### config.mk
export PLATFORM = sky130hd
export DESIGN_NAME = if_stage
export DESIGN_NICKNAME = d
export VERILOG_FILES = /design/src/rtl/if_stage_pkg.sv /design/src/rtl/if_pc_reg.sv /design/src/rtl/if_stage.sv
export SDC_FILE = /design/constraint.sdc
export NUM_CORES = 1
export LEC_CHECK = 0
export BUFFER_PORTS_ARGS = -buffer_cell sky130_fd_sc_hd__buf_2
export CAP_MARGIN = 20
export CORE_MARGIN = 5
export CORE_UTILIZATION = 52
export CTS_CLUSTER_SIZE = 24
export DETAILED_ROUTE_END_ITERATION = 12
export PLACE_DENSITY = 0.88
export SYNTH_ARGS = -nofsm -noshare
export SYNTH_HDL_FRONTEND = slang
export SYNTH_SLANG_ARGS = --single-unit
### constraint.sdc
create_clock -name clk -period 2.37 [get_ports clk]
set_input_delay 0.474 -clock clk [delete_from_list [all_inputs] [get_ports clk]]
set_output_delay 0.474 -clock clk [all_outputs]
set_load 0.01 [all_outputs]
### src/rtl/if_stage_pkg.sv
// rtl/if_stage_pkg.sv - shared fetch-stage definitions: FSM encoding, reset PC, NOP encoding
package if_stage_pkg;

    typedef enum logic [1:0] {
        ST_REQ  = 2'd0,
        ST_WAIT = 2'd1,
        ST_HOLD = 2'd2
    } if_state_e;

    localparam logic [63:0] IF_RESET_PC = 64'h0000_0000_8000_0000;
    localparam logic [31:0] IF_NOP      = 32'h0000_0013;

endpackage

### src/rtl/if_pc_reg.sv
// rtl/if_pc_reg.sv - fetch PC and stored redirect target registers
module if_pc_reg
    import if_stage_pkg::*;
#(
    parameter logic [63:0] RESET_PC = IF_RESET_PC
) (
    input  logic        clk,
    input  logic        rst_n,
    input  logic        pc_load,
    input  logic [63:0] pc_next,
    input  logic        tgt_load,
    input  logic [63:0] tgt_next,
    output logic [63:0] fetch_pc,
    output logic [63:0] tgt_pc
);

    always_ff @(posedge clk or negedge rst_n) begin
        if (!rst_n) begin
            fetch_pc <= RESET_PC;
            tgt_pc   <= '0;
        end else begin
            if (pc_load)
                fetch_pc <= pc_next;
            if (tgt_load)
                tgt_pc <= tgt_next;
        end
    end

endmodule

### src/rtl/if_stage.sv
// rtl/if_stage.sv - instruction fetch stage; IF_PERF_CNT_EN enables fetch/flush counters
module if_stage
    import if_stage_pkg::*;
#(
    parameter logic [63:0] RESET_PC = IF_RESET_PC
) (
    input  logic        clk,
    input  logic        rst_n,
    input  logic        pc_ena_if,
    input  logic [63:0] pc_if,
    output logic        imem_req_valid,
    output logic [63:0] imem_addr,
    input  logic        imem_req_ready,
    input  logic        imem_rsp_valid,
    input  logic [31:0] imem_rsp_data,
    output logic        inst_valid,
    output logic [31:0] inst,
    output logic [63:0] inst_pc,
    input  logic        inst_ready,
    output logic [63:0] fetch_cnt,
    output logic [63:0] flush_cnt
);

    if_state_e   state;
    if_state_e   state_nxt;
    logic        kill;
    logic        active;
    logic [63:0] fetch_pc;
    logic [63:0] tgt_pc;
    logic        pc_load;
    logic [63:0] pc_next;
    logic        req_fire;
    logic        rsp_take;
    logic        rsp_drop;
    logic        hold_accept;

    assign req_fire    = imem_req_valid && imem_req_ready;
    assign rsp_take    = (state == ST_WAIT) && imem_rsp_valid;
    assign rsp_drop    = kill || pc_ena_if;
    assign hold_accept = (state == ST_HOLD) && inst_ready;
    assign imem_addr   = fetch_pc;

    if_pc_reg #(.RESET_PC(RESET_PC)) u_pc_reg (
        .clk      (clk),
        .rst_n    (rst_n),
        .pc_load  (pc_load),
        .pc_next  (pc_next),
        .tgt_load (pc_ena_if),
        .tgt_next (pc_if),
        .fetch_pc (fetch_pc),
        .tgt_pc   (tgt_pc)
    );

    always_ff @(posedge clk or negedge rst_n) begin
        if (!rst_n)
            state <= ST_REQ;
        else
            state <= state_nxt;
    end

    always_comb begin
        state_nxt = state;
        case (state)
            ST_REQ:  if (req_fire) state_nxt = ST_WAIT;
            ST_WAIT: if (imem_rsp_valid) state_nxt = rsp_drop ? ST_REQ : ST_HOLD;
            ST_HOLD: if (pc_ena_if || inst_ready) state_nxt = ST_REQ;
            default: state_nxt = ST_REQ;
        endcase
    end

    // Requests stay off until the first edge after reset release.
    always_comb begin
        imem_req_valid = (state == ST_REQ) && active;
        inst_valid     = (state == ST_HOLD);
    end

    always_comb begin
        pc_load = 1'b0;
        pc_next = fetch_pc;
        if (rsp_take && pc_ena_if) begin
            pc_load = 1'b1;
            pc_next = pc_if;
        end else if (rsp_take && kill) begin
            pc_load = 1'b1;
            pc_next = tgt_pc;
        end else if ((state == ST_HOLD) && pc_ena_if) begin
            pc_load = 1'b1;
            pc_next = pc_if;
        end else if (hold_accept) begin
            pc_load = 1'b1;
            pc_next = inst_pc + 64'd4;
        end
    end

    always_ff @(posedge clk or negedge rst_n) begin
        if (!rst_n) begin
            active  <= 1'b0;
            kill    <= 1'b0;
            inst    <= IF_NOP;
            inst_pc <= '0;
        end else begin
            active <= 1'b1;
            if (rsp_take)
                kill <= 1'b0;
            else if (pc_ena_if && (state != ST_HOLD))
                kill <= 1'b1;
            if (rsp_take && !rsp_drop) begin
                inst    <= imem_rsp_data;
                inst_pc <= fetch_pc;
            end
        end
    end

`ifdef IF_PERF_CNT_EN
    always_ff @(posedge clk or negedge rst_n) begin
        if (!rst_n) begin
            fetch_cnt <= '0;
            flush_cnt <= '0;
        end else begin
            if (hold_accept)
                fetch_cnt <= fetch_cnt + 64'd1;
            if (pc_ena_if)
                flush_cnt <= flush_cnt + 64'd1;
        end
    end
`else
    assign fetch_cnt = '0;
    assign flush_cnt = '0;
`endif

endmodule

==> impl_metrics.py <==
metrics = {
    "routing": {
        "dr.pass1.iters": 8,
        "avgViaCountPerCell": 5.84,
        "final_antenna_net_count": 0,
        "drc": 0,
        "wl_um": 37800,
        "wl_met1_um": 13300,
        "wl_per_cell_um": 21.6,
        "wl_met3_um": 4010,
        "met2_wirelength_um": 18700,
        "dr.max_layer_used": "met5",
        "dr.first_iter.drc_count": 1136,
        "dr_total_vias": 10198,
    },
    "timing": {
        "finalCritPeriodShare": 0.967,
        "relSlewSlack": 0.407,
        "hold_slack_ns": 0.187,
        "rsz0062_at_grt": "false",
        "setup_ws_ns": 0.0781,
        "final_hold_viol_count": 0,
        "period_needed_ns": 2.29,
        "finalSetupViolCount": 0,
        "fmax_ghz": 0.436,
        "fin_skew_ns": 0.0231,
        "worstMarginPinSlew_ns": 0.888,
        "slew_viol_final": 0,
    },
    "yosys": {
        "yosysSeqAreaShare": 0.473,
        "syn_inst": 1105,
        "syn_area_um2": 12100,
        "synth_edf_count": 0,
        "synth-main-ff-cell": "dfrtp_1",
        "synth_cell_types": 69,
        "ys_seq_elements": 228,
        "yosys_warnings": 0,
        "async_reset_ff_frac": 1.00,
        "avgSynthCellArea_um2": 10.9,
    },
    "global_route": {
        "grt_first_pass_wirelength_um": 58200,
        "grt_max_degree": 62,
        "antenna_found_initial": 9,
        "grt-ovfl-total": 0,
        "grt_pass1_vias": 10585,
        "grt.total_usage": 0.275,
    },
    "placed_design": {
        "dp_hpwl_um": 27400,
        "portBuffers": 263,
        "place_ws_ns": -0.0350,
        "gp_congestion": 0.941,
    },
    "setup_path": {
        "worstPathCellList": "nand4_4 -> nor4_1 -> buf_4 -> nand4_2 -> buf_12 -> or3_1 -> a21o_1 -> a21oi_1",
        "max_stage_delay_ns": 0.49,
        "cp.arrival_ns": 2.74,
        "startpoint_type": "register",
        "setup.worst_path.class": "register to register",
        "path_delay_family": "simple AND/OR/NAND/NOR gates",
        "critPathMaxFanout": 15,
        "crit_required_ns": 2.81,
        "end_kind": "register",
        "slowest_stage": "dfrtp_1",
        "worstPathBufferInverterCount": 2,
    },
    "clock_tree": {
        "clock_path_buffers": 3,
        "htree_levels": 1,
        "cts_made_buffers": 24,
        "clock_sink_count": 228,
        "postCtsSetupBuffers": 0,
        "clockRootBuffer": "clkbuf_16",
        "cts_tree": "yes",
        "clk_latency_ns": 0.53,
        "path_clk_slew_ns": 0.06,
    },
    "hold_path": {
        "min_path_type": "primary input to register",
    },
    "job": {
        "drv_cap": 0,
    },
    "floorplan": {
        "coreArea_um2": 22800,
        "io_pins": 392,
        "die_y_um": 162,
        "die_area_um2": 26400,
        "rows": 55,
        "initial_core_util": 0.530,
        "fp.dieW_um": 162,
    },
    "layout": {
        "area_growth_pct": 20.9,
        "fin_util": 0.641,
        "final_nets": 1511,
        "drive_above_1_share": 0.409,
    },
    "pwr": {
        "p_leak_nw": 6.86,
        "irDropWorstVdd_mv": 0.772,
        "powerDensity_nw_per_um2": 1070,
    },
    "run_status": {
        "status": "complete, no violations",
    },
}
-- worst register-to-register path: stages (launching register included) --
cell and delay, ns:
dfrtp_1 0.49, nand4_4 0.23, nor4_1 0.36, buf_4 0.19
nand4_2 0.13, buf_12 0.19, or3_1 0.31, a21o_1 0.19
a21oi_1 0.14
-- stage by stage --
step	total power [mW]	instance area, µm²	TNS [ns]	cells
2_1_floorplan	9.13	12600	0	1232
3_3_place_gp	11.5	13700	0	1694
3_5_place_dp	11.8	13700	-0.0618	1694
4_1_cts	15.7	14500	0	1738
5_1_grt	16.5	14600	0	1745
6_report	15.7	14600	0	1745
-- sequential cells by signal (all words and copies together) (netlist names) --
name               flops
active                 1
inst                  32
inst_pc               64
kill                   1
state                  2
u_pc_reg.fetch_pc     64
u_pc_reg.tgt_pc       64
-- cell type report --
class                      instances  area, µm²
fill                            1738       8180
sequential                       228       5720
multi-input combinational        810       5660
timing repair buffer             335       1970
clock buffer                      32        692
tap                              313        392
clock inverter                    11        115
inverter                           9       33.8
antenna                            7       17.5
-- synth_stat cells (4+ instances only) --
library cell    n  area (µm²)
a211oi_1       18         135
a21oi_1        50         250
a221o_1        16         160
a31oi_1         6        37.5
and2_1          7        43.8
and3_1          6        37.5
and4_1          5        43.8
buf_1          12        45.0
buf_2          13        65.1
buf_4         129         968
clkbuf_1       29         109
dfrtp_1       224        5610
dfstp_2         4         105
inv_1           8        30.0
mux2_2        165        1860
nand2_1        62         233
nand3_1        26         130
nand4_1        21         131
nor2_1         68         255
nor3_1         13        65.1
nor3_2          5        50.1
nor4_1          9        56.3
o21a_1          4        30.0
o21ai_0        44         220
o221ai_1       14         123
o22ai_1        23         144
o31a_1          4        35.0
or3_1           4        25.0
xnor2_1        29         254
xor2_1         21         184
-- repair_timing --
item,4_1_cts,5_1_grt
endpoints found under the setup margin,2,25
gates resized for setup,1,14
hold buffers,1,0
endpoints found under the hold margin,53,0
-- logic make-up after synthesis --
| logic type | Yosys count | share of synthesized area |
|---|---|---|
| DFF | 228 | 0.473 |
| adders and majority gates | 1 | 0.00104 |
| xor gates and xnor gates | 50 | 0.0363 |
| AOI/OAI and AO/OA | 208 | 0.115 |
| buffers and inverters | 194 | 0.102 |
| other | 2 | 0.000622 |
| muxes | 166 | 0.155 |
| and+or+nand+nor | 256 | 0.118 |
-- final timing paths --
path	from	to	slack [ns]	depth (start not counted)
min reg2reg	inst[27]$_DFFE_PN0P_	inst[27]$_DFFE_PN0P_	0.50	1
max reg2reg	inst_pc[16]$_DFFE_PN0P_	u_pc_reg.fetch_pc[50]$_DFFE_PN0P_	0.08	8
min	imem_rsp_data[1]	inst[1]$_DFFE_PN1P_	0.19	2
max	inst_pc[16]$_DFFE_PN0P_	u_pc_reg.fetch_pc[50]$_DFFE_PN0P_	0.08	8
min in group asynchronous	rst_n	inst_pc[49]$_DFFE_PN0P_	0.48	2
max in group asynchronous	rst_n	u_pc_reg.fetch_pc[14]$_DFFE_PN0P_	1.06	3
-- placed cells by master (no fill, tap or decap), types with 23 or more instances in the layout --
cell / synthesis / final
conb_1: 2 / 129
nand3_1: 26 / 26
nor2_1: 68 / 67
dfrtp_1: 224 / 219
nand2_1: 62 / 61
xnor2_1: 29 / 29
buf_4: 129 / 64
clkbuf_16: 0 / 25
o21ai_0: 44 / 41
a21oi_1: 50 / 50
mux2_2: 165 / 165
buf_2: 13 / 261
o22ai_1: 23 / 23
-- metal layers --
layer	vias to the layer above	track usage
met5	-	0
met4	4	0.135
met3	140	0.0645
met2	692	0.466
met1	4978	0.331
li1	4384	-
-- power breakdown --
part	switching (mW)	internal, mW	total (mW)	leakage, nW
clock	1.58	2.27	3.85	0.406
combinational	2.86	2.49	5.34	3.67
sequential	1.30	5.17	6.47	2.78
total	5.73	9.93	15.7	6.86
No activity file was read; power rests on OpenSTA's default activity.
